<file path="src/rtl/sys_ctrl_pkg.sv">
// ============================================================================
//  Module  : sys_ctrl_pkg
//  Brief   : Shared types and default widths for the system-controller TX path.
//  Rev     : 1.0  initial release
// ============================================================================
`default_nettype none

package sys_ctrl_pkg;

    localparam int DEF_DATA_WIDTH     = 8;
    localparam int DEF_ALU_WIDTH      = 16;
    localparam int DEF_TIMEOUT_CYCLES = 255;

    typedef enum logic [1:0] {
        IDLE    = 2'd0,
        PRESENT = 2'd1,
        SENDING = 2'd2
    } sched_state_e;

    typedef enum logic {
        SRC_RF  = 1'b0,
        SRC_ALU = 1'b1
    } src_e;

endpackage

`default_nettype wire

</file>
<file path="src/rtl/sys_tx_scheduler_if.sv">
// ============================================================================
//  Module  : sys_tx_scheduler_if
//  Brief   : Requester strobes, UART TX handshake and status of the TX scheduler.
//  Rev     : 1.0  initial release
// ============================================================================
`default_nettype none

interface sys_tx_scheduler_if
    import sys_ctrl_pkg::*;
#(
    parameter int DATA_WIDTH = DEF_DATA_WIDTH,
    parameter int ALU_WIDTH  = DEF_ALU_WIDTH
);
    logic [DATA_WIDTH-1:0] rd_d;
    logic                  rd_d_vld;
    logic [ALU_WIDTH-1:0]  alu_out;
    logic                  alu_vld;
    logic                  busy;
    logic                  err_clr;
    logic [DATA_WIDTH-1:0] tx_in;
    logic                  tx_vld;
    logic                  ovf_err;
    logic                  tmo_err;
    logic                  sched_busy;

    modport master (
        output rd_d, rd_d_vld, alu_out, alu_vld, busy, err_clr,
        input  tx_in, tx_vld, ovf_err, tmo_err, sched_busy
    );

    modport slave (
        input  rd_d, rd_d_vld, alu_out, alu_vld, busy, err_clr,
        output tx_in, tx_vld, ovf_err, tmo_err, sched_busy
    );
endinterface

`default_nettype wire

</file>
<file path="src/rtl/resp_hold_slot.sv">
// ============================================================================
//  Module  : resp_hold_slot
//  Brief   : One-deep holding slot with pending flag; flags strobes that find it full.
//  Rev     : 1.0  initial release
// ============================================================================
`default_nettype none

module resp_hold_slot #(
    parameter int WIDTH = 8
) (
    input  logic             clk,
    input  logic             rst,
    input  logic             load,
    input  logic [WIDTH-1:0] din,
    input  logic             grant,
    output logic [WIDTH-1:0] data,
    output logic             pend,
    output logic             overflow
);
    logic [WIDTH-1:0] r_data;
    logic             r_pend;
    logic             w_accept;

    // A slot being granted this cycle is free for a new load on the same edge.
    assign w_accept = load && (!r_pend || grant);

    always_ff @(posedge clk) begin
        if (!rst) begin
            r_data <= '0;
            r_pend <= 1'b0;
        end else begin
            if (w_accept) begin
                r_data <= din;
            end
            if (w_accept) begin
                r_pend <= 1'b1;
            end else if (grant) begin
                r_pend <= 1'b0;
            end
        end
    end

    assign data     = r_data;
    assign pend     = r_pend;
    assign overflow = load && r_pend && !grant;

endmodule

`default_nettype wire

</file>
<file path="src/rtl/sys_tx_scheduler.sv">
// ============================================================================
//  Module  : sys_tx_scheduler
//  Brief   : Round-robin scheduler of RF bytes / ALU words onto one UART TX.
//            Optional PRESENT timeout enabled by `SYS_TX_SCHED_TIMEOUT_EN.
//  Rev     : 1.0  initial release
// ============================================================================
`default_nettype none

module sys_tx_scheduler
    import sys_ctrl_pkg::*;
#(
    parameter int DATA_WIDTH     = DEF_DATA_WIDTH,
    parameter int ALU_WIDTH      = DEF_ALU_WIDTH,
    parameter int TIMEOUT_CYCLES = DEF_TIMEOUT_CYCLES
) (
    input  logic              clk,
    input  logic              rst,
    sys_tx_scheduler_if.slave bus
);
    logic [DATA_WIDTH-1:0] w_rf_data;
    logic                  w_rf_pend;
    logic                  w_rf_ovf;
    logic [ALU_WIDTH-1:0]  w_alu_data;
    logic                  w_alu_pend;
    logic                  w_alu_ovf;

    sched_state_e          r_state;
    sched_state_e          w_state_nxt;
    src_e                  r_last_grant;
    logic [ALU_WIDTH-1:0]  r_shift;
    logic [1:0]            r_byte_cnt;
    logic                  r_tx_vld;
    logic [DATA_WIDTH-1:0] r_tx_in;
    logic                  r_ovf;

    logic                  w_grant_rf;
    logic                  w_grant_alu;
    logic                  w_tie;
    logic                  w_tx_vld_nxt;
    logic [DATA_WIDTH-1:0] w_tx_in_nxt;
    logic                  w_tmo_abort;

    resp_hold_slot #(.WIDTH(DATA_WIDTH)) u_rf_slot (
        .clk      (clk),
        .rst      (rst),
        .load     (bus.rd_d_vld),
        .din      (bus.rd_d),
        .grant    (w_grant_rf),
        .data     (w_rf_data),
        .pend     (w_rf_pend),
        .overflow (w_rf_ovf)
    );

    resp_hold_slot #(.WIDTH(ALU_WIDTH)) u_alu_slot (
        .clk      (clk),
        .rst      (rst),
        .load     (bus.alu_vld),
        .din      (bus.alu_out),
        .grant    (w_grant_alu),
        .data     (w_alu_data),
        .pend     (w_alu_pend),
        .overflow (w_alu_ovf)
    );

    always_comb begin
        w_state_nxt = r_state;
        w_grant_rf  = 1'b0;
        w_grant_alu = 1'b0;
        w_tie       = w_rf_pend && w_alu_pend;
        case (r_state)
            IDLE: begin
                if (w_rf_pend && (!w_alu_pend || r_last_grant == SRC_ALU)) begin
                    w_grant_rf  = 1'b1;
                    w_state_nxt = PRESENT;
                end else if (w_alu_pend) begin
                    w_grant_alu = 1'b1;
                    w_state_nxt = PRESENT;
                end
            end
            PRESENT: begin
                if (bus.busy) begin
                    w_state_nxt = SENDING;
                end else if (w_tmo_abort) begin
                    w_state_nxt = IDLE;
                end
            end
            SENDING: begin
                if (!bus.busy) begin
                    w_state_nxt = (r_byte_cnt == 2'd2) ? PRESENT : IDLE;
                end
            end
            default: w_state_nxt = IDLE;
        endcase
    end

    // The request goes up one cycle after entering PRESENT from IDLE, but
    // straight away when moving on to the high byte.
    assign w_tx_vld_nxt = (w_state_nxt == PRESENT) && (r_state != IDLE);
    assign w_tx_in_nxt  = (r_state == SENDING) ? r_shift[ALU_WIDTH-1:DATA_WIDTH]
                                               : r_shift[DATA_WIDTH-1:0];

    always_ff @(posedge clk) begin
        if (!rst) begin
            r_state      <= IDLE;
            r_last_grant <= SRC_ALU;
            r_shift      <= '0;
            r_byte_cnt   <= 2'd0;
            r_tx_vld     <= 1'b0;
            r_tx_in      <= '0;
            r_ovf        <= 1'b0;
        end else begin
            r_state <= w_state_nxt;
            if (w_grant_rf) begin
                r_shift    <= {{(ALU_WIDTH-DATA_WIDTH){1'b0}}, w_rf_data};
                r_byte_cnt <= 2'd1;
            end else if (w_grant_alu) begin
                r_shift    <= w_alu_data;
                r_byte_cnt <= 2'd2;
            end else if (r_state == SENDING && !bus.busy) begin
                r_shift    <= r_shift >> DATA_WIDTH;
                r_byte_cnt <= r_byte_cnt - 2'd1;
            end
            // Round-robin pointer only moves when both sources contended.
            if (w_tie && w_grant_rf) begin
                r_last_grant <= SRC_RF;
            end else if (w_tie && w_grant_alu) begin
                r_last_grant <= SRC_ALU;
            end
            r_tx_vld <= w_tx_vld_nxt;
            if (w_tx_vld_nxt) begin
                r_tx_in <= w_tx_in_nxt;
            end
            if (w_rf_ovf || w_alu_ovf) begin
                r_ovf <= 1'b1;
            end else if (bus.err_clr) begin
                r_ovf <= 1'b0;
            end
        end
    end

`ifdef SYS_TX_SCHED_TIMEOUT_EN
    localparam int TMO_W = $clog2(TIMEOUT_CYCLES + 1);

    logic [TMO_W-1:0] r_tmo_cnt;
    logic             r_tmo;

    assign w_tmo_abort = (r_state == PRESENT) && !bus.busy &&
                         (r_tmo_cnt == TMO_W'(TIMEOUT_CYCLES));

    always_ff @(posedge clk) begin
        if (!rst) begin
            r_tmo_cnt <= '0;
            r_tmo     <= 1'b0;
        end else begin
            if (r_state != PRESENT || w_state_nxt != PRESENT) begin
                r_tmo_cnt <= '0;
            end else begin
                r_tmo_cnt <= r_tmo_cnt + 1'b1;
            end
            if (w_tmo_abort) begin
                r_tmo <= 1'b1;
            end else if (bus.err_clr) begin
                r_tmo <= 1'b0;
            end
        end
    end

    assign bus.tmo_err = r_tmo;
`else
    logic w_unused_tmo;

    assign w_unused_tmo = ^TIMEOUT_CYCLES;
    assign w_tmo_abort  = 1'b0;
    assign bus.tmo_err  = 1'b0;
`endif

    assign bus.tx_vld     = r_tx_vld;
    assign bus.tx_in      = r_tx_in;
    assign bus.ovf_err    = r_ovf;
    assign bus.sched_busy = (r_state != IDLE) || w_rf_pend || w_alu_pend;

endmodule

`default_nettype wire

</file>
<file path="src/flat_wrapper.sv">
// flat-port wrapper written by rule: the top's interface ports become plain ports
module sys_tx_scheduler_flat import sys_ctrl_pkg::*;
#(
    parameter int DATA_WIDTH     = DEF_DATA_WIDTH,
    parameter int ALU_WIDTH      = DEF_ALU_WIDTH,
    parameter int TIMEOUT_CYCLES = DEF_TIMEOUT_CYCLES
)
  (clk, rst, bus_rd_d, bus_rd_d_vld, bus_alu_out, bus_alu_vld, bus_busy, bus_err_clr, bus_tx_in, bus_tx_vld, bus_ovf_err, bus_tmo_err, bus_sched_busy);
  sys_tx_scheduler_if #(.DATA_WIDTH(DATA_WIDTH), .ALU_WIDTH(ALU_WIDTH)) bus_i ();
  input  logic clk;
  input  logic rst;
  input wire logic [$bits(bus_i.rd_d)-1:0] bus_rd_d;
  input wire logic [$bits(bus_i.rd_d_vld)-1:0] bus_rd_d_vld;
  input wire logic [$bits(bus_i.alu_out)-1:0] bus_alu_out;
  input wire logic [$bits(bus_i.alu_vld)-1:0] bus_alu_vld;
  input wire logic [$bits(bus_i.busy)-1:0] bus_busy;
  input wire logic [$bits(bus_i.err_clr)-1:0] bus_err_clr;
  output wire logic [$bits(bus_i.tx_in)-1:0] bus_tx_in;
  output wire logic [$bits(bus_i.tx_vld)-1:0] bus_tx_vld;
  output wire logic [$bits(bus_i.ovf_err)-1:0] bus_ovf_err;
  output wire logic [$bits(bus_i.tmo_err)-1:0] bus_tmo_err;
  output wire logic [$bits(bus_i.sched_busy)-1:0] bus_sched_busy;
  assign bus_i.rd_d = bus_rd_d;
  assign bus_i.rd_d_vld = bus_rd_d_vld;
  assign bus_i.alu_out = bus_alu_out;
  assign bus_i.alu_vld = bus_alu_vld;
  assign bus_i.busy = bus_busy;
  assign bus_i.err_clr = bus_err_clr;
  assign bus_tx_in = bus_i.tx_in;
  assign bus_tx_vld = bus_i.tx_vld;
  assign bus_ovf_err = bus_i.ovf_err;
  assign bus_tmo_err = bus_i.tmo_err;
  assign bus_sched_busy = bus_i.sched_busy;
  sys_tx_scheduler #(.DATA_WIDTH(DATA_WIDTH), .ALU_WIDTH(ALU_WIDTH), .TIMEOUT_CYCLES(TIMEOUT_CYCLES)) u_core (.clk(clk), .rst(rst), .bus(bus_i));
endmodule
</file>
<file path="config.mk">
export PLATFORM = sky130hd
export DESIGN_NAME = sys_tx_scheduler_flat
export DESIGN_NICKNAME = d
export VERILOG_FILES = /design/src/rtl/sys_ctrl_pkg.sv /design/src/rtl/sys_tx_scheduler_if.sv /design/src/rtl/resp_hold_slot.sv /design/src/rtl/sys_tx_scheduler.sv /design/src/flat_wrapper.sv
export SDC_FILE = /design/constraint.sdc
export NUM_CORES = 1
export LEC_CHECK = 0
export ABC_AREA = 1
export ABC_CLOCK_PERIOD_IN_PS = 3800
export CAP_MARGIN = 20
export CORE_MARGIN = 3
export CORE_UTILIZATION = 49
export DETAILED_ROUTE_END_ITERATION = 7
export DONT_BUFFER_PORTS = 1
export GPL_TIMING_DRIVEN = 0
export PLACE_DENSITY = 0.71
export RECOVER_POWER = 100
export REMOVE_ABC_BUFFERS = 1
export SLEW_MARGIN = 25
export SYNTH_ARGS = -nofsm -noshare
export SYNTH_HDL_FRONTEND = slang
export SYNTH_SLANG_ARGS = --single-unit
</file>
<file path="constraint.sdc">
create_clock -name clk -period 3.8 [get_ports clk]
set_input_delay 0.76 -clock clk [delete_from_list [all_inputs] [get_ports clk]]
set_output_delay 0.76 -clock clk [all_outputs]
set_load 0.03 [all_outputs]
</file>
After elaboration in Yosys (flattened, before gate mapping) --
Cells that the tools add are included.
Operators by class: add/subtract/negate cells 1, eq/ne operators 4, mux-type cells 26, bitwise logic cells 1, reduce and logical (&&, ||, !) cells 32
Operators with widths (number):
- 16-bit two-way mux | 2
- 8-bit two-way mux | 2
- 1-bit two-way mux | 15
- 1-bit logical AND | 12
- 2-bit two-way mux | 6
- 2-bit nonzero test | 6
- 1-bit logical OR | 6
- 2-bit case mux with 3 select lines | 1
- 1-bit zero test | 5
- 2-bit by 1-bit == test with 1-bit output, second input constant | 2
- 2-bit == test, second input constant | 2
- 3-bit nonzero test | 1
- 2-bit zero test | 1
- 2-bit OR reduction | 1
- 2-bit by 1-bit subtractor with 2-bit output, second input constant | 1
- 1-bit inverter | 1
Word-level totals: bits in registers 57, input port bits 30, output and inout bits 12, word-level logic and storage cells 77

Depth between registers and ports, before layout --
depth in word-level cells 9, gate-level depth with buffers 9

Hierarchy --
A second synthesis with hierarchy kept.
Second synthesis, totals: cell total of the unflattened synthesis 401, area total of the unflattened synthesis 2859.0 um^2
By module, submodules not included:
- sys_tx_scheduler | instances 1, cells each 232, area each 1565.3 um^2, sequential area each 620.6 um^2
- resp_hold_slot (u_core.u_alu_slot) | instances 1, cells each 111, area each 864.6 um^2, sequential area each 340.3 um^2
- resp_hold_slot (u_core.u_rf_slot) | instances 1, cells each 58, area each 429.2 um^2, sequential area each 180.2 um^2

Worst setup path before layout --
No wires, ideal clock.
path type flip-flop to output port, start point register u_core.r_state[0], end point output port bus_sched_busy, data arrival time 0.910 ns, data required time 3.040 ns, slack 2.130 ns, stages on the path, launching flop included 4, path buffers 1, path through dfxtp_1 > nor2_4 > buf_4 > nand3_1
On the way: longest elaborated chain between the ends 3
RTL lines:
- start: declaration | line sys_tx_scheduler.sv:27 | sched_state_e r_state;
- start signal: assignment | line sys_tx_scheduler.sv:112 | r_state <= w_state_nxt;
- 2-bit nonzero test | line sys_tx_scheduler.sv:180 | assign bus.sched_busy = (r_state != IDLE) || w_rf_pend || w_alu_pend;
- 1-bit logical OR (2 in a row) | line sys_tx_scheduler.sv:180
- end: declaration | line flat_wrapper.sv:22 | output wire logic [$bits(bus_i.sched_busy)-1:0] bus_sched_busy;
Every way passes these cells.

Worst setup path in the final report --
start point register u_core.r_state[1], end point register u_core.u_alu_slot.r_data[3], in the netlist u_core.u_alu_slot.data[3]
On the way: longest elaborated chain between the ends 4
RTL lines:
- 2-bit zero test | line sys_tx_scheduler.sv:70 | case (r_state)
- 1-bit two-way mux | line sys_tx_scheduler.sv:70
- 1-bit logical OR | line resp_hold_slot.sv:25 | assign w_accept = load && (!r_pend || grant);
- 1-bit logical AND | line resp_hold_slot.sv:25
- end signal: assignment | line resp_hold_slot.sv:33 | r_data <= din;
- end: declaration | line resp_hold_slot.sv:20 | logic [WIDTH-1:0] r_data;
Every way passes these cells. A chain may end at the register's enable or synchronous reset.

==> flow_results.xml <==
<?xml version="1.0" encoding="UTF-8"?>
<metrics>
  <group name="outcome">
    <metric name="outcome" unit="">complete, no violations</metric>
  </group>
  <group name="clock_network">
    <metric name="insertion_delay" unit="ns">0.34</metric>
    <metric name="post_cts.repair.setup_buffers" unit="">0</metric>
    <metric name="cts_made_buffers" unit="">9</metric>
    <metric name="max-clock-path-buffers" unit="">2</metric>
    <metric name="htree_num_levels" unit="">3</metric>
    <metric name="clkSinkCount" unit="">57</metric>
    <metric name="postCtsResizedCells" unit="">0</metric>
    <metric name="buffer_type_at_the_clock_tree_root" unit="">clkbuf_8</metric>
    <metric name="cts_hold_buffers" unit="">0</metric>
    <metric name="path_clk_slew" unit="ns">0.06</metric>
    <metric name="cts_tree" unit="">built</metric>
  </group>
  <group name="setup_path">
    <metric name="critPathRequiredTime" unit="ns">4.02</metric>
    <metric name="worst_setup_path_start_kind" unit="">register</metric>
    <metric name="worst_r2r_endpoint" unit="">u_core.u_alu_slot.data[3]$_SDFFE_PN0P_</metric>
    <metric name="setup.worst_path.start" unit="">u_core.r_state[1]$_SDFF_PN0_</metric>
    <metric name="worst-r2r-cell-count" unit="">6</metric>
    <metric name="regToRegSetupSlack" unit="ns">1.17</metric>
    <metric name="critical_path.max_fanout" unit="">20</metric>
    <metric name="type_of_the_setup_path_with_the_least_slack" unit="">register to register</metric>
    <metric name="cp-endpoint" unit="">u_core.u_alu_slot.data[3]$_SDFFE_PN0P_</metric>
    <metric name="rr_startpoint" unit="">u_core.r_state[1]$_SDFF_PN0_</metric>
    <metric name="worst-endpoint-arrival" unit="ns">2.85</metric>
    <metric name="crit_path_end_kind" unit="">register</metric>
  </group>
  <group name="global_route">
    <metric name="grt_pass1_wl" unit="um">8460</metric>
    <metric name="grtUsageTotal" unit="">0.182</metric>
    <metric name="number_of_antenna_violations_at_the_first_check_in_global_routing" unit="">0</metric>
    <metric name="global_route_track_usage_on_met3" unit="">0.0552</metric>
    <metric name="grt_busiest_layer" unit="">met2</metric>
    <metric name="vias_in_the_first_global_route" unit="">1807</metric>
    <metric name="grt_max_degree" unit="">38</metric>
    <metric name="grt_met2_use" unit="">0.268</metric>
    <metric name="grt_use_met1" unit="">0.232</metric>
    <metric name="globalRouteOverflowTotal" unit="">0</metric>
  </group>
  <group name="placed_design">
    <metric name="place_congestion" unit="">0.767</metric>
    <metric name="dp_hpwl" unit="um">3370</metric>
    <metric name="port-buffer-count" unit="">0</metric>
    <metric name="post-place-cells" unit="">388</metric>
    <metric name="post_dp_cell_area" unit="mm2">0.00246</metric>
  </group>
  <group name="synthesis">
    <metric name="ys_ff_latch" unit="">57</metric>
    <metric name="syn_area_per_cell" unit="um2">7.40</metric>
    <metric name="syn-cell-area" unit="mm2">0.00249</metric>
    <metric name="yosys_warnings" unit="">0</metric>
    <metric name="post_synthesis_cells" unit="">336</metric>
    <metric name="synth_sequential_area_ratio" unit="">0.459</metric>
    <metric name="yosys.cell_types.count" unit="">30</metric>
  </group>
  <group name="detailed_routing">
    <metric name="dr.pass1.iters" unit="">4</metric>
    <metric name="route.detailed.drc" unit="">0</metric>
    <metric name="routed-via-count" unit="">1989</metric>
    <metric name="first_iter_violations" unit="">93</metric>
    <metric name="postRouteAntennaNets" unit="">0</metric>
    <metric name="routed_wirelength" unit="um">4910</metric>
    <metric name="avgViaCountPerCell" unit="">4.94</metric>
    <metric name="detail_route.wl_per_cell" unit="um">12.2</metric>
  </group>
  <group name="sta">
    <metric name="setup_total_negative_slack" unit="ns">0</metric>
    <metric name="worst-slew-pin-transition" unit="ns">0.791</metric>
    <metric name="clock-skew-final" unit="ns">0.00857</metric>
    <metric name="max_slew_margin" unit="">0.471</metric>
    <metric name="timing_max_transition_violations_final" unit="">0</metric>
    <metric name="final_min_period_over_clock_period" unit="">0.693</metric>
    <metric name="final-hold-violation-count" unit="">0</metric>
    <metric name="setup_viol" unit="">0</metric>
    <metric name="grt_setup_unrepaired" unit="">false</metric>
    <metric name="post-route-min-period" unit="ns">2.63</metric>
    <metric name="fmax" unit="MHz">380</metric>
  </group>
  <group name="power">
    <metric name="vdd_ir_drop_max" unit="mV">0.332</metric>
    <metric name="finalPower" unit="W">0.00130</metric>
    <metric name="power-per-cell-area" unit="mW/mm2">506</metric>
    <metric name="static-leakage-power" unit="nW">1.10</metric>
  </group>
  <group name="worst_hold_path">
    <metric name="min_delay_path_depth" unit="">2</metric>
    <metric name="holdCritPathClass" unit="">register to register</metric>
  </group>
  <group name="finish">
    <metric name="flow.area_growth_from_synthesis" unit="%">3.47</metric>
    <metric name="finish.utilization" unit="">0.534</metric>
    <metric name="drive_above_1_share" unit="">0.0565</metric>
    <metric name="num-nets-final" unit="">363</metric>
    <metric name="final_design_area_no_fill" unit="mm2">0.00257</metric>
    <metric name="fin_cells" unit="">403</metric>
    <metric name="diodes" unit="">0</metric>
  </group>
  <group name="floorplan">
    <metric name="pin_count" unit="">42</metric>
    <metric name="die_outline_width" unit="um">77.2</metric>
    <metric name="die_h" unit="um">77.2</metric>
    <metric name="die_area" unit="mm2">0.00596</metric>
    <metric name="rows" unit="">25</metric>
    <metric name="fp.coreArea" unit="mm2">0.00482</metric>
    <metric name="starting_density_of_the_core" unit="">0.516</metric>
  </group>
  <group name="flow_run">
    <metric name="maxCapViolations" unit="">0</metric>
  </group>
</metrics>
## flip-flops by register name, summed over array words and instances, names as in the netlist
signal,cells
u_core.u_alu_slot.data,16
u_core.r_shift,16
u_core.u_rf_slot.data,8
u_core.u_rf_slot.pend,1
u_core.r_byte_cnt,2
u_core.u_alu_slot.pend,1
u_core.bus.tx_vld,1
u_core.r_state,2
u_core.r_last_grant,1
u_core.bus.ovf_err,1
u_core.bus.tx_in,8
## cell usage in the layout (no fill, tap or decap), drive strengths merged
cell type   n
a31o        1
ha          1
nand3      37
nor2       59
dfxtp      57
conb        1
a21oi      23
a31oi       1
o22ai       1
nand2      45
clkbuf     11
inv        41
nor3        1
nand3b      5
clkinv      5
o21ai      47
## cell usage after synthesis
master	count	area, um2
a21oi_1	21	105
a21oi_2	1	8.76
a21oi_4	1	16.3
a31o_1	1	8.76
a31oi_1	1	6.26
buf_2	2	10.0
buf_4	3	22.5
buf_6	2	22.5
buf_8	2	30.0
clkbuf_1	6	22.5
clkinv_1	1	3.75
conb_1	1	3.75
dfxtp_1	57	1140
ha_1	1	12.5
inv_1	39	146
inv_2	1	3.75
inv_6	1	8.76
nand2_1	40	150
nand2_2	2	12.5
nand2_4	2	22.5
nand2_8	1	20.0
nand3_1	35	175
nand3_2	2	20.0
nand3b_1	5	37.5
nor2_1	58	218
nor2_4	1	11.3
nor3_1	1	5.00
o21ai_0	44	220
o21ai_1	3	15.0
o22ai_1	1	6.26
## layer usage
metal / share of wire / vias to the layer above
met1: 0.50 / 854
li1: - / 1071
met2: 0.41 / 53
met3: 0.057 / 11
met5: 0 / -
met4: 0.025 / 0
## layout make-up
class                      count  area (um2)
tap                           67        83.8
clock inverter                 4        20.0
clock buffer                  11         141
inverter                      42         163
sequential                    57        1140
fill                         515        2240
multi-input combinational    222        1020
## worst max-delay path, cell delays in order, from the launching register on
cell and delay (ns):
dfxtp_1 0.33, nor2_1 0.61, nand2_1 0.60, nand2_1 0.26, nand2_1 0.34, o21ai_0 0.31
nor2_1 0.06
## where the power goes
group	internal [W]	switching, W	total, W	leakage [nW]
Sequential	0.000642	0.0000387	0.000680	0.468
Combinational	0.0000466	0.000101	0.000148	0.542
Clock	0.000246	0.000228	0.000474	0.0887
Total	0.000934	0.000368	0.00130	1.10
## metrics by stage
step,setup WS (ns),hold WS [ns]
floorplan,1.59,0.424
global placement,1.13,0.437
detailed placement,1.10,0.444
CTS,1.46,0.451
global route,0.741,0.476
finish,1.17,0.452
## how the worst min path moves through the flow
| stage | endpoint | start |
|---|---|---|
| after CTS | u_core.u_rf_slot.data[6]$_SDFFE_PN0P_ | u_core.u_rf_slot.data[6]$_SDFFE_PN0P_ |
| after floorplan | u_core.u_rf_slot.data[1]$_SDFFE_PN0P_ | u_core.u_rf_slot.data[1]$_SDFFE_PN0P_ |
| after global placement | u_core.u_rf_slot.data[6]$_SDFFE_PN0P_ | u_core.u_rf_slot.data[6]$_SDFFE_PN0P_ |
| final | u_core.u_rf_slot.data[6]$_SDFFE_PN0P_ | u_core.u_rf_slot.data[6]$_SDFFE_PN0P_ |
| after global routing | u_core.u_rf_slot.data[6]$_SDFFE_PN0P_ | u_core.u_rf_slot.data[6]$_SDFFE_PN0P_ |
| after detailed placement | u_core.u_rf_slot.data[6]$_SDFFE_PN0P_ | u_core.u_rf_slot.data[6]$_SDFFE_PN0P_ |
## logic make-up (layout without fill, tap and decap cells)
logic type	after synthesis	after routing	synth area share
AND/OR/NAND/NOR	147	147	0.270
buffers and inverters	57	57	0.109
AO/OA/AOI/OAI	73	73	0.156
flip-flops	57	57	0.459
other	1	1	0.00151
adder cells (fa/ha/maj)	1	1	0.00503
(Power assumes the default switching activity.)
